## src/rtl/speech_sample_player.sv

```systemverilog
// Plays 8-bit samples unpacked from a range of 32-bit flash words, one per synchronised sample tick.
// Flash read handshake: a read is accepted in any cycle with flash_read=1 and flash_waitrequest=0; flash_addr is held stable until then.
module speech_sample_player #(
  parameter int          ADDR_W  = 23,
  parameter logic [7:0]  SILENCE = 8'h80
) (
  input  logic              clk_input,
  input  logic              reset_n,
  input  logic              sample_clk,
  input  logic              start,
  input  logic [ADDR_W-1:0] start_addr,
  input  logic [ADDR_W-1:0] end_addr,
  output logic              flash_read,
  output logic [ADDR_W-1:0] flash_addr,
  input  logic              flash_waitrequest,
  input  logic [31:0]       flash_readdata,
  input  logic              flash_readdatavalid,
  output logic [7:0]        audio_out,
  output logic              busy,
  output logic              done,
  output logic              underrun,
  output logic [2:0]        dbg_state
);

  typedef enum logic [2:0] {
    S_IDLE      = 3'd0,
    S_FETCH     = 3'd1,
    S_WAIT_DATA = 3'd2,
    S_PLAY      = 3'd3,
    S_DONE      = 3'd4
  } state_t;

  state_t            r_state;
  logic              r_sync1, r_sync2, r_sync_edge, r_tick;
  logic              r_pending;
  logic [1:0]        r_idx;
  logic [31:0]       r_word;
  logic [ADDR_W-1:0] r_cur, r_end;
  logic              r_flash_read;
  logic [ADDR_W-1:0] r_flash_addr;
  logic [7:0]        r_audio;
  logic              r_busy, r_done, r_underrun;
  logic              w_accept;
  logic [7:0]        w_byte;

  assign w_accept   = r_flash_read & ~flash_waitrequest;
  assign flash_read = r_flash_read;
  assign flash_addr = r_flash_addr;
  assign audio_out  = r_audio;
  assign busy       = r_busy;
  assign done       = r_done;
  assign underrun   = r_underrun;
  assign dbg_state  = r_state;

  always_comb begin
    w_byte = r_word[7:0];
    case (r_idx)
      2'd1:    w_byte = r_word[15:8];
      2'd2:    w_byte = r_word[23:16];
      2'd3:    w_byte = r_word[31:24];
      default: w_byte = r_word[7:0];
    endcase
  end

  // Tick is registered from the edge detector, so it lands on the third clk edge after sample_clk rises.
  always_ff @(posedge clk_input or negedge reset_n) begin
    if (!reset_n) begin
      r_sync1     <= 1'b0;
      r_sync2     <= 1'b0;
      r_sync_edge <= 1'b0;
      r_tick      <= 1'b0;
    end else begin
      r_sync1     <= sample_clk;
      r_sync2     <= r_sync1;
      r_sync_edge <= r_sync2;
      r_tick      <= r_sync2 & ~r_sync_edge;
    end
  end

  always_ff @(posedge clk_input or negedge reset_n) begin
    if (!reset_n) begin
      r_state      <= S_IDLE;
      r_pending    <= 1'b0;
      r_idx        <= 2'd0;
      r_word       <= 32'd0;
      r_cur        <= '0;
      r_end        <= '0;
      r_flash_read <= 1'b0;
      r_flash_addr <= '0;
      r_audio      <= SILENCE;
      r_busy       <= 1'b0;
      r_done       <= 1'b0;
      r_underrun   <= 1'b0;
    end else begin
      r_done <= 1'b0;
      // One tick may wait while the next word is fetched; a second one is lost.
      if (r_tick && (r_state == S_FETCH || r_state == S_WAIT_DATA)) begin
        if (r_pending) r_underrun <= 1'b1;
        else           r_pending  <= 1'b1;
      end
      case (r_state)
        S_IDLE: begin
          if (r_busy) begin
            r_busy <= 1'b0;
          end else if (start) begin
            r_cur      <= start_addr;
            r_end      <= end_addr;
            r_underrun <= 1'b0;
            r_pending  <= 1'b0;
            r_busy     <= 1'b1;
            if (end_addr < start_addr) begin
              r_state <= S_DONE;
            end else begin
              r_state      <= S_FETCH;
              r_flash_read <= 1'b1;
              r_flash_addr <= start_addr;
            end
          end
        end
        S_FETCH: begin
          if (w_accept) begin
            r_flash_read <= 1'b0;
            if (flash_readdatavalid) begin
              r_word  <= flash_readdata;
              r_idx   <= 2'd0;
              r_state <= S_PLAY;
            end else begin
              r_state <= S_WAIT_DATA;
            end
          end
        end
        S_WAIT_DATA: begin
          if (flash_readdatavalid) begin
            r_word  <= flash_readdata;
            r_idx   <= 2'd0;
            r_state <= S_PLAY;
          end
        end
        S_PLAY: begin
          if (r_tick || r_pending) begin
            r_audio   <= w_byte;
            r_pending <= r_tick & r_pending;
            r_idx     <= r_idx + 2'd1;
            if (r_idx == 2'd3) begin
              if (r_cur == r_end) begin
                r_state <= S_DONE;
              end else begin
                r_cur        <= r_cur + ADDR_W'(1);
                r_flash_read <= 1'b1;
                r_flash_addr <= r_cur + ADDR_W'(1);
                r_state      <= S_FETCH;
              end
            end
          end
        end
        S_DONE: begin
          r_done    <= 1'b1;
          r_audio   <= SILENCE;
          r_pending <= 1'b0;
          r_state   <= S_IDLE;
        end
        default: r_state <= S_IDLE;
      endcase
    end
  end

endmodule

```

## config.mk

```make
export PLATFORM = sky130hd
export DESIGN_NAME = speech_sample_player
export DESIGN_NICKNAME = d
export VERILOG_FILES = /design/src/rtl/speech_sample_player.sv
export SDC_FILE = /design/constraint.sdc
export NUM_CORES = 1
export LEC_CHECK = 0
export ABC_AREA = 1
export ABC_CLOCK_PERIOD_IN_PS = 2400
export CAP_MARGIN = 20
export CELL_PAD_IN_SITES_DETAIL_PLACEMENT = 2
export CELL_PAD_IN_SITES_GLOBAL_PLACEMENT = 2
export CORE_ASPECT_RATIO = 1.1
export CORE_MARGIN = 4
export CORE_UTILIZATION = 31
export CTS_CLUSTER_SIZE = 14
export DETAILED_ROUTE_END_ITERATION = 10
export PLACE_DENSITY = 0.86
export SYNTH_ARGS = -nofsm -noshare
export SYNTH_HDL_FRONTEND = slang
export SYNTH_SLANG_ARGS = --single-unit
```

## constraint.sdc

```tcl
create_clock -name clk_input -period 2.4 [get_ports clk_input]
set_input_delay 0.48 -clock clk_input [delete_from_list [all_inputs] [get_ports clk_input]]
set_output_delay 0.48 -clock clk_input [all_outputs]
set_load 0.05 [all_outputs]
```

# Yosys cells after proc, flatten, opt, wreduce, memory -nomap -nowiden
# Cells that the tools add are included.
# Widths: inputs -> output; s select.
[totals]
regBits = 123
latch_bits = 0
mem_bits_rw = 0
rom_bits = 0
input_bits = 84
mem_count = 0
[op_classes]
n_addsub = 2
n_mul = 0
div = 0
magnitude_cmp = 1
n_eq_ne = 16
n_shift = 0
muxes = 51
bitwise_logic = 6
reduce_logical = 17
[ops]
columns = ["operator", "count"]
rows = [
  ["$mux 23", 8],
  ["$pmux 23 s2", 2],
  ["$mux 32", 2],
  ["$pmux 32 s2", 1],
  ["$mux 3", 8],
  ["$pmux 8 s3", 1],
  ["$add 23x1->23 const B", 1],
  ["$eq 23x23->1", 1],
  ["$lt 23x23->1", 1],
  ["$mux 1", 20],
  ["$ne 2x2->1 const B", 8],
  ["$pmux 8 s2", 1],
  ["$pmux 3 s4", 1],
  ["$reduce_and 6->1", 2],
  ["$mux 8", 1],
  ["$reduce_and 8->1", 1],
  ["$reduce_and 7->1", 1],
  ["$eq 3x2->1 const B", 2],
  ["$mux 2", 3],
  ["$pmux 1 s3", 2],
  ["$pmux 2 s3", 1],
  ["$reduce_and 3->1", 2],
  ["$reduce_bool 2->1", 3],
  ["$reduce_bool 3->1", 2],
  ["other kinds (11)", 18],
]

# Longest topological paths before layout
[logic_depth]
ltp_word = 7
depth_mapped = 14

# Least setup slack after synthesis
# No wires, ideal clock.
[synth_path]
path_type = "input-to-reg"
start = "input dbg_state[0]"
end = "register r_word[10]"
t_arrival_ns = 1.897
slack_ns = 0.377
path_stages = 9
path_buffers = 2
path_cell_list = "dfrtp_1 inv_2 nand2_1 nor2_1 or2_1 buf_4 nand3_4 buf_8 mux2_4"
[synth_between]
elab_chain_len = 3
elab_cells_between_ends = 6
cone_classes = "eq/ne (3); mux (1); reduce/logical (2)"
[synth_lines]
columns = ["element", "line", "source"]
rows = [
  ["start: declaration", "22", "output logic [2:0] dbg_state"],
  ["$eq 3x1->1 / $eq 3x2->1 (equally long branches)", "101", "case (r_state)"],
  ["$ne 2x2->1 (no line) / $reduce_bool 2->1 (equally long branches)", "-", ""],
  ["$reduce_and 2->1 (no line)", "-", ""],
  ["end signal: assignment", "124", "r_word <= flash_readdata;"],
  ["end signal: assignment", "134", "r_word <= flash_readdata;"],
  ["end: declaration", "37", "logic [31:0] r_word;"],
]
# Several ways; a longest one is shown, not always the timed one.
# A chain may end at the register's enable or synchronous reset.

# Final worst setup path
[layout_path]
start = "input start_addr[22]"
end = "register r_flash_addr[9] (netlist: flash_addr[9])"
[layout_between]
elab_chain_len = 3
[layout_lines]
columns = ["element", "line", "source"]
rows = [
  ["start: declaration", "11", "input logic [ADDR_W-1:0] start_addr,"],
  ["$lt 23x23->1", "111", "if (end_addr < start_addr) begin"],
  ["$ne 2x2->1 (no line)", "-", ""],
  ["$reduce_and 7->1 (no line)", "-", ""],
  ["end signal: assignment", "116", "r_flash_addr <= start_addr;"],
  ["end signal: assignment", "150", "r_flash_addr <= r_cur + ADDR_W'(1);"],
  ["end: declaration", "40", "logic [ADDR_W-1:0] r_flash_addr;"],
]
# No other way between the ends.

==> flow_metrics.tcl <==
set metrics [dict create \
    synth_top_family_by_area "simple AND/OR/NAND/NOR gates" \
    cts_tree "yes" \
    finalHoldViolCount 0 \
    synth_xor_area_share_pct 1.11 \
    end_kind "register" \
    start_util_pct 31.7 \
    post_drt_wl_per_cell_um 21.8 \
    syn-mean-instance-area_um2 7.64 \
    slew_headroom_pct 59.6 \
    power_mw 14.3 \
    cts_made_buffers 17 \
    top_level_ports 122 \
    layout_setup_ws_ns 0.0240 \
    cts_max_level 4 \
    core_um2 22300 \
    syn_inst 927 \
    worst_slew_pin_slew_ns 0.600 \
    rows 57 \
    grt-ovfl-total 0 \
    via_per_inst 5.19 \
    grt_max_degree 43 \
    finalNonFillerCells 1413 \
    rr_worst_depth 7 \
    syn-num-nets 1038 \
    cts.clk_slew.worst_paths_ns 0.07 \
    place_congestion 0.853 \
    synth.area.top_cells "dfrtp_1 (43%), nand2_1 (18%), inv_1 (5.5%), ha_1 (4.8%), nor2_1 (4.1%)" \
    setup_viol_count_final 0 \
    dpl.cell_count 1377 \
    yosys.area_share.simple_pct 30.5 \
    p_leak_nw 4.82 \
    async_flop_share_pct 100 \
    max_freq_mhz 421 \
    grt_pass1_vias 8346 \
    clock_latency_ns 0.44 \
    dp_hpwl_um 20300 \
    root_buffer "clkbuf_16" \
    synth_warnings 0 \
    netlist-cell-type-count 39 \
    num_vias 7331 \
    synth_edf_count 0 \
    route.antenna.remaining_nets 0 \
    outcome "complete, no violations" \
    hold_class "register to register" \
    cap_violations 0 \
    min-delay-start "r_sync1$_DFF_PN0_" \
    holdPathEnd "r_sync2$_DFF_PN0_" \
    synth_compound_area_share_pct 8.00 \
    clk_path_buf_depth 2 \
    cp_max_fo 12 \
    die_y_um 167 \
    final-max-slew-violation-count 0 \
    power_density_nw_per_um2 1480 \
    post-route-util_pct 43.2 \
    diodes 0 \
    ys_seq_elements 123 \
    drt_iter0_markers 405 \
    critical_path_class "input port to register" \
    period_share_pct 99.0 \
    worstPathRequired_ns 2.71 \
    drive_gt1_share_pct 13.6 \
    start_kind "input port" \
    r2r_slack_ns 0.08 \
    yosys.area_share.adder_pct 4.77 \
    fin_tns_setup_ns 0 \
    dieWidth_um 152 \
    crit_arrival_ns 2.69 \
    ys_seq_area_share_pct 43.5 \
    layout_min_cycle_time_ns 2.38 \
    synth_top_area_share_pct 43.1 \
    r2r_end "flash_addr[6]$_DFFE_PN0P_" \
    drt_first_pass_iters 5 \
    pre_cts_slack_ns -0.396 \
    grt_usage_pct 23.9 \
    syn2layout_area_growth_pct 36.1 \
    clock_sinks 123 \
    synthMuxAreaShare_pct 3.44 \
    antenna_found_initial 0 \
    drcViolationCount 0 \
    ir_drop_v 0.000679 \
    portBuffers 121 \
    final_nets 1216 \
    timing.rr.start "dbg_state[2]$_DFFE_PN0P_" \
    synth.cell_area_um2 7080 \
    grt_pass1_wl_um 47900 \
    finalClockSkew_ns 0.0153 \
    holdPathStages 0 \
    fill_cells 2486 \
    multiInputGateArea_um2 3440 \
    regArea_um2 3080 \
    dieArea_um2 25300 \
    wl_um 30800 \
    ys.flop_type "dfrtp_1" \
    synth_largest_area_cell "dfrtp_1" \
]
## layout by cell type (no fill, tap or decap), drive strengths merged, types with 7 or more instances in the layout
master | Yosys | routed
o221ai | 7 | 7
nor2 | 83 | 83
a21oi | 36 | 36
dfrtp | 122 | 122
nand3 | 49 | 51
ha | 27 | 27
clkdlybuf4s50 | 0 | 119
clkbuf | 6 | 20
xor2 | 8 | 8
mux2 | 18 | 18
inv | 110 | 112
nand2 | 342 | 342
o21ai | 52 | 52
nand4 | 27 | 27
buf | 24 | 66
## metal layers
| layer | wire [um] | GRT usage (%) | vias up |
|---|---|---|---|
| met1 | 12200 | 27.8 | 3701 |
| met2 | 15700 | 42.1 | 235 |
| met3 | 1600 | 5.24 | 76 |
| met4 | 1280 | 10.9 | 0 |
| met5 | 0 | 0 | - |
| li1 | - | - | 3319 |
## worst max-delay path, cell delays in order
cell and delay, ns:
clkdlybuf4s50_1 0.49, inv_1 0.06, ha_1 0.30, nand2_1 0.10
nor2_2 0.18, nand2_2 0.12, nor2_1 0.12, nand2_1 0.10
nand4_1 0.12, buf_6 0.17, nand3_4 0.20, nand2_1 0.17
nand2_1 0.09
## how the worst max path moves through the flow
stage / from / to / slack (ns) / cells after the start
after CTS: dbg_state[2]$_DFFE_PN0P_ / dbg_state[1]$_DFFE_PN0P_ / 0.02 / 8
after floorplan: dbg_state[0]$_DFFE_PN0P_ / r_word[10]$_DFFE_PN0P_ / 0.38 / 8
final: start_addr[22] / flash_addr[9]$_DFFE_PN0P_ / 0.02 / 13
after global routing: start_addr[21] / flash_addr[9]$_DFFE_PN0P_ / -0.03 / 13
after global placement: start_addr[22] / flash_addr[19]$_DFFE_PN0P_ / -0.26 / 12
after detailed placement: start_addr[22] / flash_addr[16]$_DFFE_PN0P_ / -0.40 / 12
## flip-flops by register name, summed over array words and instances, names as in the netlist
register	count
r_sync1	1
r_end	23
r_pending	1
flash_read	1
done	1
flash_addr	23
r_tick	1
underrun	1
r_idx	2
r_sync_edge	1
busy	1
dbg_state	3
r_word	32
audio_out	8
r_cur	23
r_sync2	1
## layout make-up
cell class | count | share of cell area, %
Clock buffer | 20 | 4.74
Clock inverter | 12 | 1.44
Inverter | 110 | 4.31
Tap cell | 295 | 3.83
Sequential cell | 123 | 31.9
Timing Repair Buffer | 187 | 18.1
Multi-Input combinational cell | 666 | 35.7
## cell usage after synthesis (6+ instances only)
master and count:
o21ai_0 51, dfrtp_1 122, o221ai_1 7, a21oi_1 35
ha_1 27, clkbuf_1 6, nand2_1 338, inv_2 7
nor2_1 77, xor2_1 8, nand4_1 26, mux2_4 11
inv_1 103, nand3_1 47, mux2_2 7, buf_6 7
buf_2 12
## report_power, final
group          total [mW]  leakage [nW]  switching (mW)  internal, mW
Clock                2.68         0.279            1.09          1.59
Combinational        7.59          3.04            5.17          2.43
Sequential           4.03          1.50           0.945          3.09
## kinds of logic after synthesis
group	count (synthesis)
compound gates	102
xor+xnor	9
fa+ha+maj	27
buf+inv	140
flops	123
mux	18
simple gates	508
## per-stage QoR
stage / instance area [um^2] / hold WS, ns
6_report: 9640 / 0.355
5_1_grt: 9640 / 0.361
4_1_cts: 9580 / 0.359
3_5_place_dp: 8960 / 0.345
3_3_place_gp: 8960 / 0.333
2_1_floorplan: 7080 / 0.184
## timing repair
action	4_1_cts	5_1_grt
cloned	1	1
resized for setup	2	14
pin swaps	2	1
hold endpoints to repair	24	0
hold buffers	1	0
endpoints found under the setup margin	17	29
buffers inserted	1	0
Power figures use the tool's default switching activity.
